### src/rtl/fp_norm_pkg.sv
// rtl/fp_norm_pkg.sv - shared widths, types and stage-1 record for fp_normalizer_pipe
package fp_norm_pkg;

    localparam int MANT_W    = 32;
    localparam int LZC_W     = 5;
    localparam int DEF_EXP_W = 8;
    localparam int DEF_TAG_W = 4;

    typedef logic [MANT_W-1:0] mant_t;
    typedef logic [LZC_W-1:0]  lzc_t;

    // Stage-1 record; exp/tag fields are sized for the default parameter widths
    typedef struct packed {
        mant_t                mant;
        logic [DEF_EXP_W-1:0] exp;
        logic [DEF_TAG_W-1:0] tag;
        lzc_t                 z;
        logic                 v;
    } s1_t;

endpackage

### src/rtl/LZC_32_bit.sv
// rtl/LZC_32_bit.sv - 32-bit leading-zero counter, Z = count, V = input non-zero
module LZC_32_bit (
    input  logic [31:0] a,
    output logic [4:0]  Z,
    output logic        V
);

    // Scan upward so the highest set bit decides the count; Z is 0 when a==0
    always_comb begin
        Z = 5'd0;
        for (int i = 0; i < 32; i++) begin
            if (a[i]) begin
                Z = 5'(31 - i);
            end
        end
        V = |a;
    end

endmodule

### src/rtl/fp_normalizer_pipe.sv
// rtl/fp_normalizer_pipe.sv - 2-stage mantissa normalizer; FP_NORM_DENORM_EN selects gradual underflow
module fp_normalizer_pipe
    import fp_norm_pkg::*;
#(
    parameter int EXP_W = DEF_EXP_W,
    parameter int TAG_W = DEF_TAG_W
) (
    input  logic             clk,
    input  logic             rst_n,
    input  logic             in_valid,
    output logic             in_ready,
    input  logic [31:0]      in_mant,
    input  logic [EXP_W-1:0] in_exp,
    input  logic [TAG_W-1:0] in_tag,
    output logic             out_valid,
    input  logic             out_ready,
    output logic [31:0]      out_mant,
    output logic [EXP_W-1:0] out_exp,
    output logic [TAG_W-1:0] out_tag,
    output logic             out_zero,
    output logic             out_uf
);

    logic             r_s1_valid;
    s1_t              r_s1;
    logic             r_out_valid;
    logic [31:0]      r_out_mant;
    logic [EXP_W-1:0] r_out_exp;
    logic [TAG_W-1:0] r_out_tag;
    logic             r_out_zero;
    logic             r_out_uf;

    lzc_t             w_z;
    logic             w_v;
    logic             w_s2_free;
    logic             w_in_ready;
    logic [EXP_W-1:0] w_z_ext;
    mant_t            w_mant;
    logic [EXP_W-1:0] w_exp;
    logic             w_zero;
    logic             w_uf;

    LZC_32_bit u_lzc (
        .a (in_mant),
        .Z (w_z),
        .V (w_v)
    );

    assign w_s2_free  = !r_out_valid || out_ready;
    assign w_in_ready = !r_s1_valid || w_s2_free;
    assign w_z_ext    = EXP_W'(r_s1.z);

`ifdef FP_NORM_DENORM_EN
    // Denormal shift stops one short of the exponent so the value lands at exponent 0
    lzc_t w_dn_shift;
    assign w_dn_shift = (r_s1.exp == '0) ? '0 : LZC_W'(r_s1.exp - 1'b1);
`endif

    // Stage-2 result: zero, normal, or underflow; compare precedes subtract so no wrap
    always_comb begin
        w_mant = '0;
        w_exp  = '0;
        w_zero = 1'b0;
        w_uf   = 1'b0;
        if (!r_s1.v) begin
            w_zero = 1'b1;
        end else if (r_s1.exp > w_z_ext) begin
            w_mant = r_s1.mant << r_s1.z;
            w_exp  = r_s1.exp - w_z_ext;
        end else begin
            w_uf = 1'b1;
`ifdef FP_NORM_DENORM_EN
            w_mant = r_s1.mant << w_dn_shift;
            w_zero = (w_mant == '0);
`else
            w_zero = 1'b1;
`endif
        end
    end

    // Stage 1: capture the beat and its leading-zero count whenever the slot frees up
    always_ff @(posedge clk) begin
        if (!rst_n) begin
            r_s1_valid <= 1'b0;
            r_s1       <= '0;
        end else if (w_in_ready) begin
            r_s1_valid <= in_valid;
            if (in_valid) begin
                r_s1.mant <= in_mant;
                r_s1.exp  <= in_exp;
                r_s1.tag  <= in_tag;
                r_s1.z    <= w_z;
                r_s1.v    <= w_v;
            end
        end
    end

    // Stage 2: load a new result when free, otherwise hold or drain on out_ready
    always_ff @(posedge clk) begin
        if (!rst_n) begin
            r_out_valid <= 1'b0;
            r_out_mant  <= '0;
            r_out_exp   <= '0;
            r_out_tag   <= '0;
            r_out_zero  <= 1'b0;
            r_out_uf    <= 1'b0;
        end else if (w_s2_free) begin
            r_out_valid <= r_s1_valid;
            if (r_s1_valid) begin
                r_out_mant <= w_mant;
                r_out_exp  <= w_exp;
                r_out_tag  <= r_s1.tag;
                r_out_zero <= w_zero;
                r_out_uf   <= w_uf;
            end
        end
    end

    assign in_ready  = w_in_ready;
    assign out_valid = r_out_valid;
    assign out_mant  = r_out_mant;
    assign out_exp   = r_out_exp;
    assign out_tag   = r_out_tag;
    assign out_zero  = r_out_zero;
    assign out_uf    = r_out_uf;

endmodule
### config.mk
export PLATFORM = sky130hd
export DESIGN_NAME = fp_normalizer_pipe
export DESIGN_NICKNAME = d
export VERILOG_FILES = /design/src/rtl/fp_norm_pkg.sv /design/src/rtl/LZC_32_bit.sv /design/src/rtl/fp_normalizer_pipe.sv
export SDC_FILE = /design/constraint.sdc
export NUM_CORES = 1
export LEC_CHECK = 0
export ABC_AREA = 1
export BUFFER_PORTS_ARGS = -buffer_cell sky130_fd_sc_hd__buf_2
export CAP_MARGIN = 20
export CELL_PAD_IN_SITES_DETAIL_PLACEMENT = 1
export CELL_PAD_IN_SITES_GLOBAL_PLACEMENT = 2
export CORE_UTILIZATION = 30
export DETAILED_ROUTE_END_ITERATION = 12
export GPL_TIMING_DRIVEN = 0
export PLACE_DENSITY_LB_ADDON = 0.1
export SLEW_MARGIN = 20
export SYNTH_ARGS = -nofsm -noshare
export SYNTH_HDL_FRONTEND = slang
export SYNTH_SLANG_ARGS = --single-unit
### constraint.sdc
create_clock -name clk -period 2.98 [get_ports clk]
set_input_delay 0.447 -clock clk [delete_from_list [all_inputs] [get_ports clk]]
set_output_delay 0.447 -clock clk [all_outputs]
set_load 0.01 [all_outputs]
---- Word level (Yosys, flattened, before mapping) ----
Cells that the tools add are included.
word-level totals
  bits of input ports ..................... 48
  word-level logic and storage cells ...... 61
  output and inout port bits .............. 48
  flip-flop bits (word level) ............. 98
cells by class
  $add $sub $neg .......................... 1
  $lt $le $gt $ge ......................... 1
  multiplexer cells ....................... 39
  reductions and logical operators ........ 7
  shift-type cells ........................ 1
operators by type and width
  kind                                           number
  5-bit two-way mux                              32
  32-bit two-way mux                             2
  32-bit OR reduction                            1
  32-bit by 5-bit << shifter with 32-bit output  1
  8-bit two-way mux                              2
  8-bit by 5-bit > comparator with 1-bit output  1
  8-bit by 5-bit subtractor with 8-bit output    1
  2-bit AND reduction                            2
  1-bit two-way mux                              3
  1-bit zero test                                2
  1-bit logical OR                               2

---- Logic depth before layout (Yosys ltp) ----
  word-level depth ........................ 32
  mapped depth ............................ 33
  mapped depth without buffers ............ 33

---- Modules after synthesis ----
A second synthesis with hierarchy kept.
second synthesis, totals
  cell total of the unflattened synthesis .. 917
  area, all modules ....................... 5773.0 µm²
by module, submodules not included
  module              area an instance (µm²)  instances  cells an instance
  fp_normalizer_pipe  5302.6                  1          810
  LZC_32_bit          470.5                   1          107

---- Least setup slack after synthesis ----
OpenSTA, ideal clock, no wires.
  path type ............................... reg2reg
  from .................................... register r_s1[3] in the netlist's numbering
  to ...................................... register r_out_mant[10], in the netlist out_mant[10]
  arrival ................................. 2.492 ns
  stages on the path, launching flop included .. 18
  path buffers ............................ 3
  slack ................................... 0.418 ns
  data required time ...................... 2.910 ns
  period minus slack after synthesis ...... 2.562 ns
  cell sequence ........................... dfxtp_1 clkbuf_1 inv_1 clkbuf_1 ha_1 a21oi_1 o21bai_1 nand2_1 nand2_1 o21ai_1 nand3_1 inv_2 nor3_4 inv_4 nor2_8 buf_6 nand2_1 a21oi_1
on the way
  cells in the longest elaborated chain, start to end .. 3
ends and longest elaborated chain
  element                                                                                                         RTL line                                            RTL
  start: declaration                                                                                              fp_normalizer_pipe.sv:25                            s1_t r_s1;
  8-bit by 5-bit > comparator with 1-bit output or 32-bit by 5-bit << shifter with 32-bit output (tied branches)  fp_normalizer_pipe.sv:67, fp_normalizer_pipe.sv:68
  32-bit two-way mux *                                                                                            fp_normalizer_pipe.sv:67                            end else if (r_s1.exp > w_z_ext) begin
  32-bit two-way mux *                                                                                            fp_normalizer_pipe.sv:65                            if (!r_s1.v) begin
  end signal: assignment                                                                                          fp_normalizer_pipe.sv:110                           r_out_mant <= w_mant;
  end: declaration                                                                                                fp_normalizer_pipe.sv:27                            logic [31:0] r_out_mant;
Every way passes the cells marked *; elsewhere a longest branch is shown, timed or not.
A chain may end at the register's enable or synchronous reset.

---- Worst setup path after layout ----
  from .................................... register r_s1[3] in the netlist's numbering
  to ...................................... register r_out_mant[8], in the netlist out_mant[8]
Same word-level chain as after synthesis.

==> summary.md <==
| Metric | Value |
|---|---|
| CP Data Arrival Time | `3000 ps` |
| Worst-Margin Slew | `723.0 ps` |
| CTS tree | `done` |
| Crit path capture type | `register` |
| Antenna Cells | `0` |
| Final Cycle Share | `0.9070` |
| Placed Area | `6126 um2` |
| Worst R2R Setup Slack | `280 ps` |
| Clk root buf | `clkbuf_16` |
| Class of the worst hold path | `in2reg` |
| EDFF count, synth | `0` |
| Share of flip-flops with an asynchronous set or reset | `0` |
| Max clock buf depth | `2` |
| Clock buffer count from CTS | `9` |
| Commonest register cell after synthesis | `dfxtp_1` |
| Slew headroom | `0.5136` |
| Nets | `979` |
| Largest net degree at the start of global routing | `21` |
| CP startpoint | `r_s1[3]$_SDFFE_PN0P_` |
| Grt ovf | `0` |
| Top achievable clock speed | `0.3700 GHz` |
| Setup total negative slack | `0 ps` |
| Fin. Hold Viols | `0` |
| Initial drt markers | `287` |
| YS warnings | `0` |
| Worst slack, placed | `-429.8 ps` |
| Worst hold endpoint | `r_s1[6]$_SDFFE_PN0P_` |
| Final Non-Filler Cells | `1155` |
| Vias | `5801` |
| Max VDD drop | `0.2705 mV` |
| Chip Width | `135.8 um` |
| Clock share of power | `0.376` |
| Final WS setup | `277.2 ps` |
| Critical path startpoint category | `register` |
| Cell leakage power | `0.002985 uW` |
| Synth top area share | `0.3654` |
| Post-CTS Hold Fix Bufs | `0` |
| FF-to-FF path depth | `15` |
| Worst R2R Start | `r_s1[3]$_SDFFE_PN0P_` |
| Die footprint | `18430 um2` |
| Yosys reg bits | `98` |
| Gate power share | `0.180` |
| Outcome | `finished clean` |
| # setup viols final | `0` |
| Final wirelength | `20.68 mm` |
| Worst R2R End | `out_mant[8]$_SDFFE_PN0P_` |
| Worst Path Required | `3280 ps` |
| Period minus WS final | `2703 ps` |
| Syn nets | `865` |
| HPWL after detailed placement | `16.78 mm` |
| Fin area | `6507 um2` |
| Core area | `17360 um2` |
| Clock latency on the worst-skew pair | `360 ps` |
| Final-layout fill cell count | `2275` |
| Seq pwr share | `0.444` |
| Synth-to-Final Area Change | `21.21%` |
| Die H | `135.8 um` |
| Cell Pwr Density | `487.5 nW/um2` |
| Antenna Nets Post-Route | `0` |
| PortBufs | `95` |
| Ratio of cells with drive above 1 in the final layout | `0.1548` |
| Global Route Usage Sum | `0.2279` |
| Number of global-route vias before repair | `5819` |
| Max Slew Vio Count | `0` |
| Post-Synthesis Cells | `811` |
| Via/cell ratio | `5.023` |
| Crit path kind | `reg2reg` |
| Most frequent cell after synthesis | `nand2_1` |
| Power Internal | `2161 uW` |
| Average size of a mapped cell | `6.620 um2` |
| Sw Ratio | `0.3187` |
| Initial Util | `0.3093` |
| Drt wl/cell | `17.90 um` |
| Detailed-router iteration count before antenna repair | `5` |
| Max FO, Critical Path | `10` |
| Synth top cells by count | `nand2_1 (187), o21ai_0 (120), dfxtp_1 (98)` |
| Initial antenna violation count | `0` |
| Clk sinks | `98` |
| Max_cap viols | `0` |
| Synth area leaders | `dfxtp_1 (37%), nand2_1 (13%), o21ai_0 (11%)` |
| Hold depth | `3` |
| Hold slack | `332.7 ps` |
| Sw Pwr | `1011 uW` |
| # IOs | `96` |
| H-tree Lvls | `3` |
| # DRC | `0` |
| Area leader, netlist | `dfxtp_1` |
| Register area | `1964 um2` |
| Clock transition at the registers of the reported paths | `80 ps` |
| Post-synthesis sequential area ratio | `0.3654` |
| Worst Skew | `12.20 ps` |
| Multi-input logic area | `2843 um2` |
| Placed Instances | `1131` |
| First-pass GRT wire length | `31.62 mm` |
| GP Congestion | `0.8679` |
| Synth Cell Area | `5369 um2` |
| FP Rows | `48` |
| Hold Startpoint | `in_tag[0]` |
| Cell variety after synth | `40` |
[flip-flops by register name, indices dropped and copies added, names as in the netlist]
signal / count
out_valid: 1
out_mant: 32
r_s1_valid: 1
out_zero: 1
r_s1: 50
out_exp: 8
out_uf: 1
out_tag: 4
[stage by stage]
step	power [uW]	utilization
3_5_place_dp	2007	0.3529
5_1_grt	3329	0.3749
3_3_place_gp	1992	0.3529
4_1_cts	3200	0.3695
2_1_floorplan	1777	-
6_report	3173	0.3749
[layout by cell type, fill, tap and decap left out, types with 3 or more instances in the layout]
master	instances
nand2_1	187
o21ai_0	120
buf_2	99
dfxtp_1	96
a21oi_1	89
inv_1	88
nor2_1	69
clkbuf_1	40
mux2i_1	23
nand3_1	14
o211ai_1	14
buf_4	11
clkbuf_16	9
a22oi_1	8
inv_2	4
nor3_1	4
ha_1	4
clkinvlp_4	3
nor4_1	3
a221oi_1	3
a211o_1	3
[power by group through the flow]
| stage | combinational, uW | clock [uW] | sequential (uW) |
|---|---|---|---|
| global route | 643 | 1270 | 1420 |
| finish | 571 | 1190 | 1410 |
| global placement | 556 | 0 | 1440 |
| CTS | 570 | 1220 | 1410 |
| floorplan | 341 | 0 | 1440 |
| detailed placement | 568 | 0 | 1440 |
[area by class of cell]
cell class                 count  area share
sequential                    98      0.3019
buffer                        47     0.02903
clock buffer                  10     0.03672
multi-input combinational    566      0.4368
clock inverter                 6    0.008652
timing repair buffer         108     0.08729
inverter                      95     0.05634
tap                          225     0.04326
[layer usage]
| metal | up-vias | track usage | share of wire |
|---|---|---|---|
| li1 | 2895 | - | - |
| met1 | 2759 | 0.3046 | 0.48 |
| met2 | 126 | 0.3841 | 0.48 |
| met3 | 21 | 0.02357 | 0.030 |
| met4 | 0 | 0.06679 | 0.014 |
| met5 | - | 0 | 0 |
[critical path, stage by stage, from the launching register on]
cell and delay, ps:
dfxtp_2 440, clkinvlp_4 220, ha_2 420, a21oi_1 90, o21bai_1 160, nand2_1 90, nand2_1 100, o21ai_1 80
nand3_1 90, inv_2 60, nor3_4 250, inv_4 120, nor2_8 150, buf_6 160, nand2_1 60, a21oi_1 130
[worst max path at each step]
stage,endpoint,slack [ps],cells past startpoint
finish,out_mant[8]$_SDFFE_PN0P_,280,15
global route,out_mant[25]$_SDFFE_PN0P_,-30,14
CTS,out_mant[9]$_SDFFE_PN0P_,50,16
detailed placement,out_mant[9]$_SDFFE_PN0P_,-430,16
global placement,out_mant[12]$_SDFFE_PN0P_,-340,17
floorplan,out_mant[10]$_SDFFE_PN0P_,420,17
[kinds of logic (layout without fill, tap and decap cells)]
| kind of cell | Yosys count | after routing | synth area share |
|---|---|---|---|
| AO/OA/AOI/OAI | 252 | 252 | 0.2566 |
| XOR/XNOR | 2 | 2 | 0.003263 |
| buffers and inverters | 147 | 266 | 0.1056 |
| flip-flops | 98 | 98 | 0.3654 |
| adder cells (fa/ha/maj) | 6 | 6 | 0.01538 |
| multiplexers | 23 | 23 | 0.04288 |
| AND/OR/NAND/NOR | 283 | 283 | 0.2109 |
[what timing repair did]
action,4_1_cts,5_1_grt
resized for setup,0,5
setup endpoints to repair,41,39
setup buffers,1,12
pin swaps,1,0
No activity file was read; power rests on OpenSTA's default activity.
